===== src/rtl/dcache_if.sv =====
// Bundles the CPU load/store port, the flush handshake and the block-wide memory port
// of the data cache controller.
interface dcache_if #(
   parameter int WORD_SIZE  = 32,
   parameter int BLOCK_SIZE = 128
);
   logic                  cpu_req;
   logic                  cpu_we;
   logic [WORD_SIZE-1:0]  cpu_addr;
   logic [WORD_SIZE-1:0]  cpu_wdata;
   logic [WORD_SIZE-1:0]  cpu_rdata;
   logic                  cpu_ready;
   logic                  cpu_stall;
   logic                  flush_req;
   logic                  flush_done;
   logic [WORD_SIZE-1:0]  mem_addr;
   logic                  mem_readable;
   logic                  mem_writable;
   logic [BLOCK_SIZE-1:0] mem_write;
   logic [BLOCK_SIZE-1:0] mem_out;
   logic                  mem_flush;

   // cache side
   modport slave (
      input  cpu_req, cpu_we, cpu_addr, cpu_wdata, flush_req, mem_out,
      output cpu_rdata, cpu_ready, cpu_stall, flush_done,
      output mem_addr, mem_readable, mem_writable, mem_write, mem_flush
   );

   // CPU plus memory side
   modport master (
      output cpu_req, cpu_we, cpu_addr, cpu_wdata, flush_req, mem_out,
      input  cpu_rdata, cpu_ready, cpu_stall, flush_done,
      input  mem_addr, mem_readable, mem_writable, mem_write, mem_flush
   );
endinterface


===== src/rtl/dcache_ctrl.sv =====
// Direct-mapped, write-back, write-allocate data cache between a word-wide CPU port
// and a block-wide data memory, with a scan-and-write-back flush.
module dcache_ctrl #(
   parameter int WORD_SIZE  = 32,
   parameter int BLOCK_SIZE = 128,
   parameter int LINES      = 16
) (
   input  logic     clk,
   input  logic     rst_n,
   dcache_if.slave  bus
);
   localparam int OFF_W  = $clog2(BLOCK_SIZE / 8);
   localparam int IDX_W  = $clog2(LINES);
   localparam int TAG_W  = WORD_SIZE - OFF_W - IDX_W;
   localparam int WORDS  = BLOCK_SIZE / WORD_SIZE;
   localparam int WSEL_W = $clog2(WORDS);

   typedef enum logic [2:0] {S_IDLE, S_WB, S_FILL, S_REFILL, S_FLUSH, S_DONE} state_t;

   state_t                 state_q, state_d;
   logic [LINES-1:0]       valid_q, dirty_q;
   logic [TAG_W-1:0]       tag_arr  [LINES];
   logic [BLOCK_SIZE-1:0]  data_arr [LINES];
   logic                   req_we_q, from_flush_q, ready_q, mem_flush_q;
   logic [WORD_SIZE-1:0]   req_addr_q, req_wdata_q, rdata_q;
   logic [IDX_W-1:0]       flush_idx_q;

   // Lowest-addressed word sits in the most significant lane of a block.
   function automatic logic [WORD_SIZE-1:0] get_word(input logic [BLOCK_SIZE-1:0] blk,
                                                      input logic [WSEL_W-1:0] sel);
      logic [WORD_SIZE-1:0] w;
      w = '0;
      for (int k = 0; k < WORDS; k++)
         if (sel == WSEL_W'(k)) w = blk[BLOCK_SIZE-1-k*WORD_SIZE -: WORD_SIZE];
      return w;
   endfunction

   function automatic logic [BLOCK_SIZE-1:0] put_word(input logic [BLOCK_SIZE-1:0] blk,
                                                       input logic [WSEL_W-1:0] sel,
                                                       input logic [WORD_SIZE-1:0] w);
      logic [BLOCK_SIZE-1:0] r;
      r = blk;
      for (int k = 0; k < WORDS; k++)
         if (sel == WSEL_W'(k)) r[BLOCK_SIZE-1-k*WORD_SIZE -: WORD_SIZE] = w;
      return r;
   endfunction

   logic [IDX_W-1:0]      in_idx, req_idx, vic_idx;
   logic [TAG_W-1:0]      in_tag, req_tag;
   logic [WSEL_W-1:0]     in_sel, req_sel;
   logic                  accept, take_cpu, take_flush, in_hit, flush_line_dirty, last_idx;
   logic [BLOCK_SIZE-1:0] hit_blk, refill_blk;

   assign in_idx  = bus.cpu_addr[OFF_W +: IDX_W];
   assign in_tag  = bus.cpu_addr[WORD_SIZE-1 -: TAG_W];
   assign in_sel  = bus.cpu_addr[OFF_W-1 -: WSEL_W];
   assign req_idx = req_addr_q[OFF_W +: IDX_W];
   assign req_tag = req_addr_q[WORD_SIZE-1 -: TAG_W];
   assign req_sel = req_addr_q[OFF_W-1 -: WSEL_W];

   // The completion cycle is skipped so a request still held while cpu_ready is
   // high is not taken a second time.
   assign accept     = (state_q == S_IDLE) && !ready_q;
   assign take_cpu   = accept && bus.cpu_req;
   assign take_flush = accept && !bus.cpu_req && bus.flush_req;
   assign in_hit     = valid_q[in_idx] && (tag_arr[in_idx] == in_tag);

   assign vic_idx          = from_flush_q ? flush_idx_q : req_idx;
   assign flush_line_dirty = valid_q[flush_idx_q] && dirty_q[flush_idx_q];
   assign last_idx         = (flush_idx_q == IDX_W'(LINES - 1));

   assign hit_blk    = bus.cpu_we ? put_word(data_arr[in_idx], in_sel, bus.cpu_wdata)
                                  : data_arr[in_idx];
   assign refill_blk = req_we_q ? put_word(bus.mem_out, req_sel, req_wdata_q) : bus.mem_out;

   wire unused_addr_bits = &{1'b0, bus.cpu_addr[OFF_W-WSEL_W-1:0],
                             req_addr_q[OFF_W-WSEL_W-1:0]};

   always_ff @(posedge clk or negedge rst_n) begin
      if (!rst_n) state_q <= S_IDLE;
      else        state_q <= state_d;
   end

   always_comb begin
      state_d = state_q;
      case (state_q)
         S_IDLE: begin
            if (take_cpu && !in_hit)
               state_d = (valid_q[in_idx] && dirty_q[in_idx]) ? S_WB : S_FILL;
            else if (take_flush)
               state_d = S_FLUSH;
         end
         S_WB: begin
            if (!from_flush_q) state_d = S_FILL;
            else if (last_idx) state_d = S_DONE;
            else               state_d = S_FLUSH;
         end
         S_FILL:   state_d = S_REFILL;
         S_REFILL: state_d = S_IDLE;
         S_FLUSH: begin
            if (flush_line_dirty) state_d = S_WB;
            else if (last_idx)    state_d = S_DONE;
         end
         S_DONE:   state_d = S_IDLE;
         default:  state_d = S_IDLE;
      endcase
   end

   always_comb begin
      bus.cpu_stall    = (state_q != S_IDLE);
      bus.cpu_ready    = ready_q;
      bus.cpu_rdata    = ready_q ? rdata_q : '0;
      bus.flush_done   = (state_q == S_DONE);
      bus.mem_flush    = mem_flush_q;
      bus.mem_readable = 1'b0;
      bus.mem_writable = 1'b0;
      bus.mem_addr     = '0;
      bus.mem_write    = '0;
      case (state_q)
         S_WB: begin
            bus.mem_writable = 1'b1;
            bus.mem_addr     = {tag_arr[vic_idx], vic_idx, {OFF_W{1'b0}}};
            bus.mem_write    = data_arr[vic_idx];
         end
         S_FILL: begin
            bus.mem_readable = 1'b1;
            bus.mem_addr     = {req_tag, req_idx, {OFF_W{1'b0}}};
         end
         default: ;
      endcase
   end

   always_ff @(posedge clk or negedge rst_n) begin
      if (!rst_n) begin
         valid_q      <= '0;
         dirty_q      <= '0;
         req_we_q     <= 1'b0;
         req_addr_q   <= '0;
         req_wdata_q  <= '0;
         from_flush_q <= 1'b0;
         flush_idx_q  <= '0;
         ready_q      <= 1'b0;
         rdata_q      <= '0;
         mem_flush_q  <= 1'b0;
      end else begin
         ready_q <= 1'b0;
         if (take_cpu) begin
            req_we_q     <= bus.cpu_we;
            req_addr_q   <= bus.cpu_addr;
            req_wdata_q  <= bus.cpu_wdata;
            from_flush_q <= 1'b0;
            if (in_hit) begin
               ready_q <= 1'b1;
               rdata_q <= get_word(hit_blk, in_sel);
               if (bus.cpu_we) dirty_q[in_idx] <= 1'b1;
            end
         end
         if (take_flush) begin
            from_flush_q <= 1'b1;
            flush_idx_q  <= '0;
         end
         case (state_q)
            S_WB: begin
               if (from_flush_q) begin
                  dirty_q[flush_idx_q] <= 1'b0;
                  flush_idx_q          <= flush_idx_q + 1'b1;
               end
            end
            S_FLUSH: if (!flush_line_dirty) flush_idx_q <= flush_idx_q + 1'b1;
            S_REFILL: begin
               valid_q[req_idx] <= 1'b1;
               dirty_q[req_idx] <= req_we_q;
               ready_q          <= 1'b1;
               rdata_q          <= get_word(refill_blk, req_sel);
            end
            default: ;
         endcase
         if (state_d == S_DONE) mem_flush_q <= 1'b1;
      end
   end

   // Tag and data storage carry no reset; valid bits alone decide whether they count.
   always_ff @(posedge clk) begin
      if (take_cpu && in_hit && bus.cpu_we) data_arr[in_idx] <= hit_blk;
      if (state_q == S_REFILL) begin
         data_arr[req_idx] <= refill_blk;
         tag_arr[req_idx]  <= req_tag;
      end
   end
endmodule


===== src/flat_wrapper.sv =====
// flat-port wrapper written by rule: the top's interface ports become plain ports
module dcache_ctrl_flat 
#(
   parameter int WORD_SIZE  = 32,
   parameter int BLOCK_SIZE = 128,
   parameter int LINES      = 16
)
  (clk, rst_n, bus_cpu_req, bus_cpu_we, bus_cpu_addr, bus_cpu_wdata, bus_flush_req, bus_mem_out, bus_cpu_rdata, bus_cpu_ready, bus_cpu_stall, bus_flush_done, bus_mem_addr, bus_mem_readable, bus_mem_writable, bus_mem_write, bus_mem_flush);
  dcache_if #(.WORD_SIZE(WORD_SIZE), .BLOCK_SIZE(BLOCK_SIZE)) bus_i ();
  input  logic clk;
  input  logic rst_n;
  input wire logic [$bits(bus_i.cpu_req)-1:0] bus_cpu_req;
  input wire logic [$bits(bus_i.cpu_we)-1:0] bus_cpu_we;
  input wire logic [$bits(bus_i.cpu_addr)-1:0] bus_cpu_addr;
  input wire logic [$bits(bus_i.cpu_wdata)-1:0] bus_cpu_wdata;
  input wire logic [$bits(bus_i.flush_req)-1:0] bus_flush_req;
  input wire logic [$bits(bus_i.mem_out)-1:0] bus_mem_out;
  output wire logic [$bits(bus_i.cpu_rdata)-1:0] bus_cpu_rdata;
  output wire logic [$bits(bus_i.cpu_ready)-1:0] bus_cpu_ready;
  output wire logic [$bits(bus_i.cpu_stall)-1:0] bus_cpu_stall;
  output wire logic [$bits(bus_i.flush_done)-1:0] bus_flush_done;
  output wire logic [$bits(bus_i.mem_addr)-1:0] bus_mem_addr;
  output wire logic [$bits(bus_i.mem_readable)-1:0] bus_mem_readable;
  output wire logic [$bits(bus_i.mem_writable)-1:0] bus_mem_writable;
  output wire logic [$bits(bus_i.mem_write)-1:0] bus_mem_write;
  output wire logic [$bits(bus_i.mem_flush)-1:0] bus_mem_flush;
  assign bus_i.cpu_req = bus_cpu_req;
  assign bus_i.cpu_we = bus_cpu_we;
  assign bus_i.cpu_addr = bus_cpu_addr;
  assign bus_i.cpu_wdata = bus_cpu_wdata;
  assign bus_i.flush_req = bus_flush_req;
  assign bus_i.mem_out = bus_mem_out;
  assign bus_cpu_rdata = bus_i.cpu_rdata;
  assign bus_cpu_ready = bus_i.cpu_ready;
  assign bus_cpu_stall = bus_i.cpu_stall;
  assign bus_flush_done = bus_i.flush_done;
  assign bus_mem_addr = bus_i.mem_addr;
  assign bus_mem_readable = bus_i.mem_readable;
  assign bus_mem_writable = bus_i.mem_writable;
  assign bus_mem_write = bus_i.mem_write;
  assign bus_mem_flush = bus_i.mem_flush;
  dcache_ctrl #(.WORD_SIZE(WORD_SIZE), .BLOCK_SIZE(BLOCK_SIZE), .LINES(LINES)) u_core (.clk(clk), .rst_n(rst_n), .bus(bus_i));
endmodule

===== config.mk =====
export PLATFORM = sky130hd
export DESIGN_NAME = dcache_ctrl_flat
export DESIGN_NICKNAME = d
export VERILOG_FILES = /design/src/rtl/dcache_if.sv /design/src/rtl/dcache_ctrl.sv /design/src/flat_wrapper.sv
export SDC_FILE = /design/constraint.sdc
export NUM_CORES = 2
export LEC_CHECK = 0
export ABC_CLOCK_PERIOD_IN_PS = 10800
export BUFFER_PORTS_ARGS = -buffer_cell sky130_fd_sc_hd__buf_2
export CAP_MARGIN = 20
export CELL_PAD_IN_SITES_DETAIL_PLACEMENT = 1
export CELL_PAD_IN_SITES_GLOBAL_PLACEMENT = 1
export CORE_UTILIZATION = 27
export CTS_BUF_LIST = sky130_fd_sc_hd__clkbuf_8 sky130_fd_sc_hd__clkbuf_16
export CTS_CLUSTER_SIZE = 30
export DETAILED_ROUTE_END_ITERATION = 8
export GPL_TIMING_DRIVEN = 1
export PLACE_DENSITY_LB_ADDON = 0.1
export SLEW_MARGIN = 20
export SYNTH_ARGS = -nofsm -noshare
export SYNTH_HDL_FRONTEND = slang
export SYNTH_SLANG_ARGS = --single-unit

===== constraint.sdc =====
create_clock -name clk -period 10.8 [get_ports clk]
set_input_delay 2.16 -clock clk [delete_from_list [all_inputs] [get_ports clk]]
set_output_delay 2.16 -clock clk [all_outputs]
set_load 0.02 [all_outputs]

==> results.ini <==
[timing]
finalSetupViolations=0
hold_viol=0
worstMarginPinSlew_ns=1.212
final.setup_skew_ns=0.06003
relSlewSlack=0.1902
fmax_ghz=0.1326
rsz0062_at_grt=false
period_share=0.6985
whs_ns=0.4755
setup_slack_ns=3.257
report.final.slew_viol_count=0
period_minus_slack_ns=7.543

[clock_tree]
cts_made_buffers=325
clock-sinks=2569
clk_latency_ns=0.97
cts_resized=0
cts_tree=built
cts_setup_buffers=0
htreeDepth=5
path_clk_slew_ns=0.05
cts_root_buf=clkbuf_16
cts.path.max_buffers=4
hold_buffers=0

[floorplan]
start_util=0.2718
io_pins=395
design.core.area_um2=457400
dieArea_um2=463100
die_y_um=680.5
die_w_um=680.5
placementRows=248

[run]
maxCapViolCount=0

[layout]
final_cell_mix=2,432 x edfxtp_1, 1,333 x mux4_2, 554 x nand2_1
final_common_cell=edfxtp_1
final_nets=7506
synthToLayoutAreaGrowth_pct=17.77
stdcell_count=13750
utilization=0.3201
nFillCells=46320
drive_above_1_share=0.3687

[yosys]
synth_top_area_share=0.5875
synth-main-ff-cell=edfxtp_1
synth_compound_area_frac=0.04071
synthCells=6808
async_flop_share=0.05333
synth_mux_area_frac=0.2831
yosys.area_share.simple=0.03735
synth.area.top_cells=edfxtp_1 59%, mux4_2 24%, mux2i_1 3.4%, dfrtp_1 2.8%, nand2_1 1.7%
synth_top_family_by_area=multiplexers
ys_ff_latch=2569
synth_cell_types=76
synth_xor_area_frac=0.001902
synth_area_per_cell_um2=18.26
syn-cell-area_um2=124300
synth_edf_count=2432
synthAdderAreaFrac=0.0004026
synth_top_area_cell=edfxtp_1
ys_warn_count=0
ys_seq_area_frac=0.6151

[drt]
via_per_inst=5.501
vias=75630
ant_nets=0
wl_um=532500
first_pass_iters=5
wire_per_inst_um=38.73
dr.first_iter.drc_count=6671
drc=0

[grt]
grt_max_degree=108
grt_first_pass_wirelength_um=721900
track_usage=0.2262
gr-total-overflow=0
grt_pass1_vias=80460
grt_antenna_before_repair=59

[power_and_ir_drop]
combinationalPowerShare=0.356
intPower_mw=23.64
power_density_nw_per_um2=250.8
p_sw_frac=0.3561
seq_power_share=0.349
p_switching_mw=13.07
p_clk_frac=0.295
power.leakage_nw=48.66
vdd_ir_drop_max_v=0.0002658

[setup_path]
required_ns=8.64
rr_startpoint=u_core.tag_arr[11][21]
cp_max_fo=45
crit_type=flop to output pin
startpoint_type=flop
setup.worst_path.start=u_core.req_addr_q[5]
arrival_ns=5.38
crit_path_end_kind=output pin

[status]
run_status=complete, no violations

[min_path]
min_path_type=flop to flop
hold_start=u_core.rdata_q[10]

[place]
place_ws_ns=2.286
placed_cells=13100
portBuffers=388
gp_congestion=0.7742
hpwl_um=326700

[kinds of logic (layout without fill, tap and decap cells)]
kind of cell / Yosys count / in the layout
compound gates: 771 / 771
xor+xnor: 27 / 27
fa+ha+maj: 4 / 4
buf+inv: 586 / 1347
flops: 2569 / 2569
mux: 1838 / 1838
other cells: 1 / 55
simple gates: 1012 / 1012
[routing by layer]
metal | global-route usage | wire [um]
met2 | 0.3855 | 263500
met5 | 0 | 17
met4 | 0.06823 | 17900
met1 | 0.3006 | 227900
met3 | 0.02900 | 23120
[worst max-delay path: stages (launching register included)]
cell     delay (ns)
dfrtp_1        0.61
mux2i_4        0.90
buf_4          0.75
buf_4          0.76
mux4_2         0.41
mux2i_1        0.15
nand2_1        0.07
a32o_1         0.42
buf_2          0.21
[flip-flops by register name (all words and copies together), names as in the netlist]
name and cells:
u_core.req_wdata_q 32, u_core.from_flush_q 1, u_core.bus.cpu_ready 1, u_core.state_q 3, u_core.dirty_q 16, u_core.valid_q 16
u_core.flush_idx_q 4, u_core.req_we_q 1, u_core.req_addr_q 30, u_core.rdata_q 32, u_core.tag_arr 384, u_core.data_arr 2048
u_core.bus.mem_flush 1
[final cells by class]
cell class,count,area (um2),area share
Tap cell,6125,7664,0.05235
Timing Repair Buffer,728,5523,0.03773
Clock inverter,255,2066,0.01411
Multi-Input combinational cell,3656,46020,0.3143
Sequential cell,2569,76470,0.5224
Clock buffer,339,8416,0.05749
Inverter,25,101.3,0.0006923
Antenna cell,51,127.6,0.0008718
[worst paths after layout]
check | to | slack, ns | cells past startpoint
min in group asynchronous | u_core.rdata_q[0] | 1.25 | 1
hold reg to reg | u_core.rdata_q[10] | 0.48 | 1
hold / removal | u_core.rdata_q[10] | 0.48 | 1
setup reg to reg | u_core.data_arr[3][110] | 5.28 | 10
setup / recovery | bus_mem_addr[31] | 3.26 | 8
max in group asynchronous | u_core.req_addr_q[18] | 8.17 | 2
[per-stage QoR]
stage	setup TNS [ns]	total power [mW]	area [um2]
floorplan	-655.34	21.01	124300
global placement	0	26.29	135600
detailed placement	0	26.42	135700
CTS	0	37.33	146200
global route	0	38.21	146300
finish	0	36.71	146400
[synth_stat cells, types with 23 or more instances]
cell type,number
a211oi_1,229
clkbuf_1,316
nor2b_1,123
mux4_2,1333
a31oi_1,75
and3_1,70
buf_2,131
a22oi_1,27
dfrtp_1,137
a21oi_1,175
o22ai_1,91
mux2_2,89
and2_1,38
mux2i_1,416
edfxtp_1,2432
buf_4,23
o21ai_0,58
nand2_1,561
nor2_1,108
buf_1,65
nand3_1,24
[power by group through the flow]
stage | sequential, mW | combinational (mW) | clock [mW]
after floorplan | 12.7 | 8.34 | 0
after global placement | 13.0 | 13.3 | 0
after detailed placement | 13.0 | 13.4 | 0
after CTS | 12.8 | 13.4 | 11.1
after global routing | 12.9 | 13.9 | 11.4
final | 12.8 | 13.1 | 10.8
No activity file was read; power rests on OpenSTA's default activity.
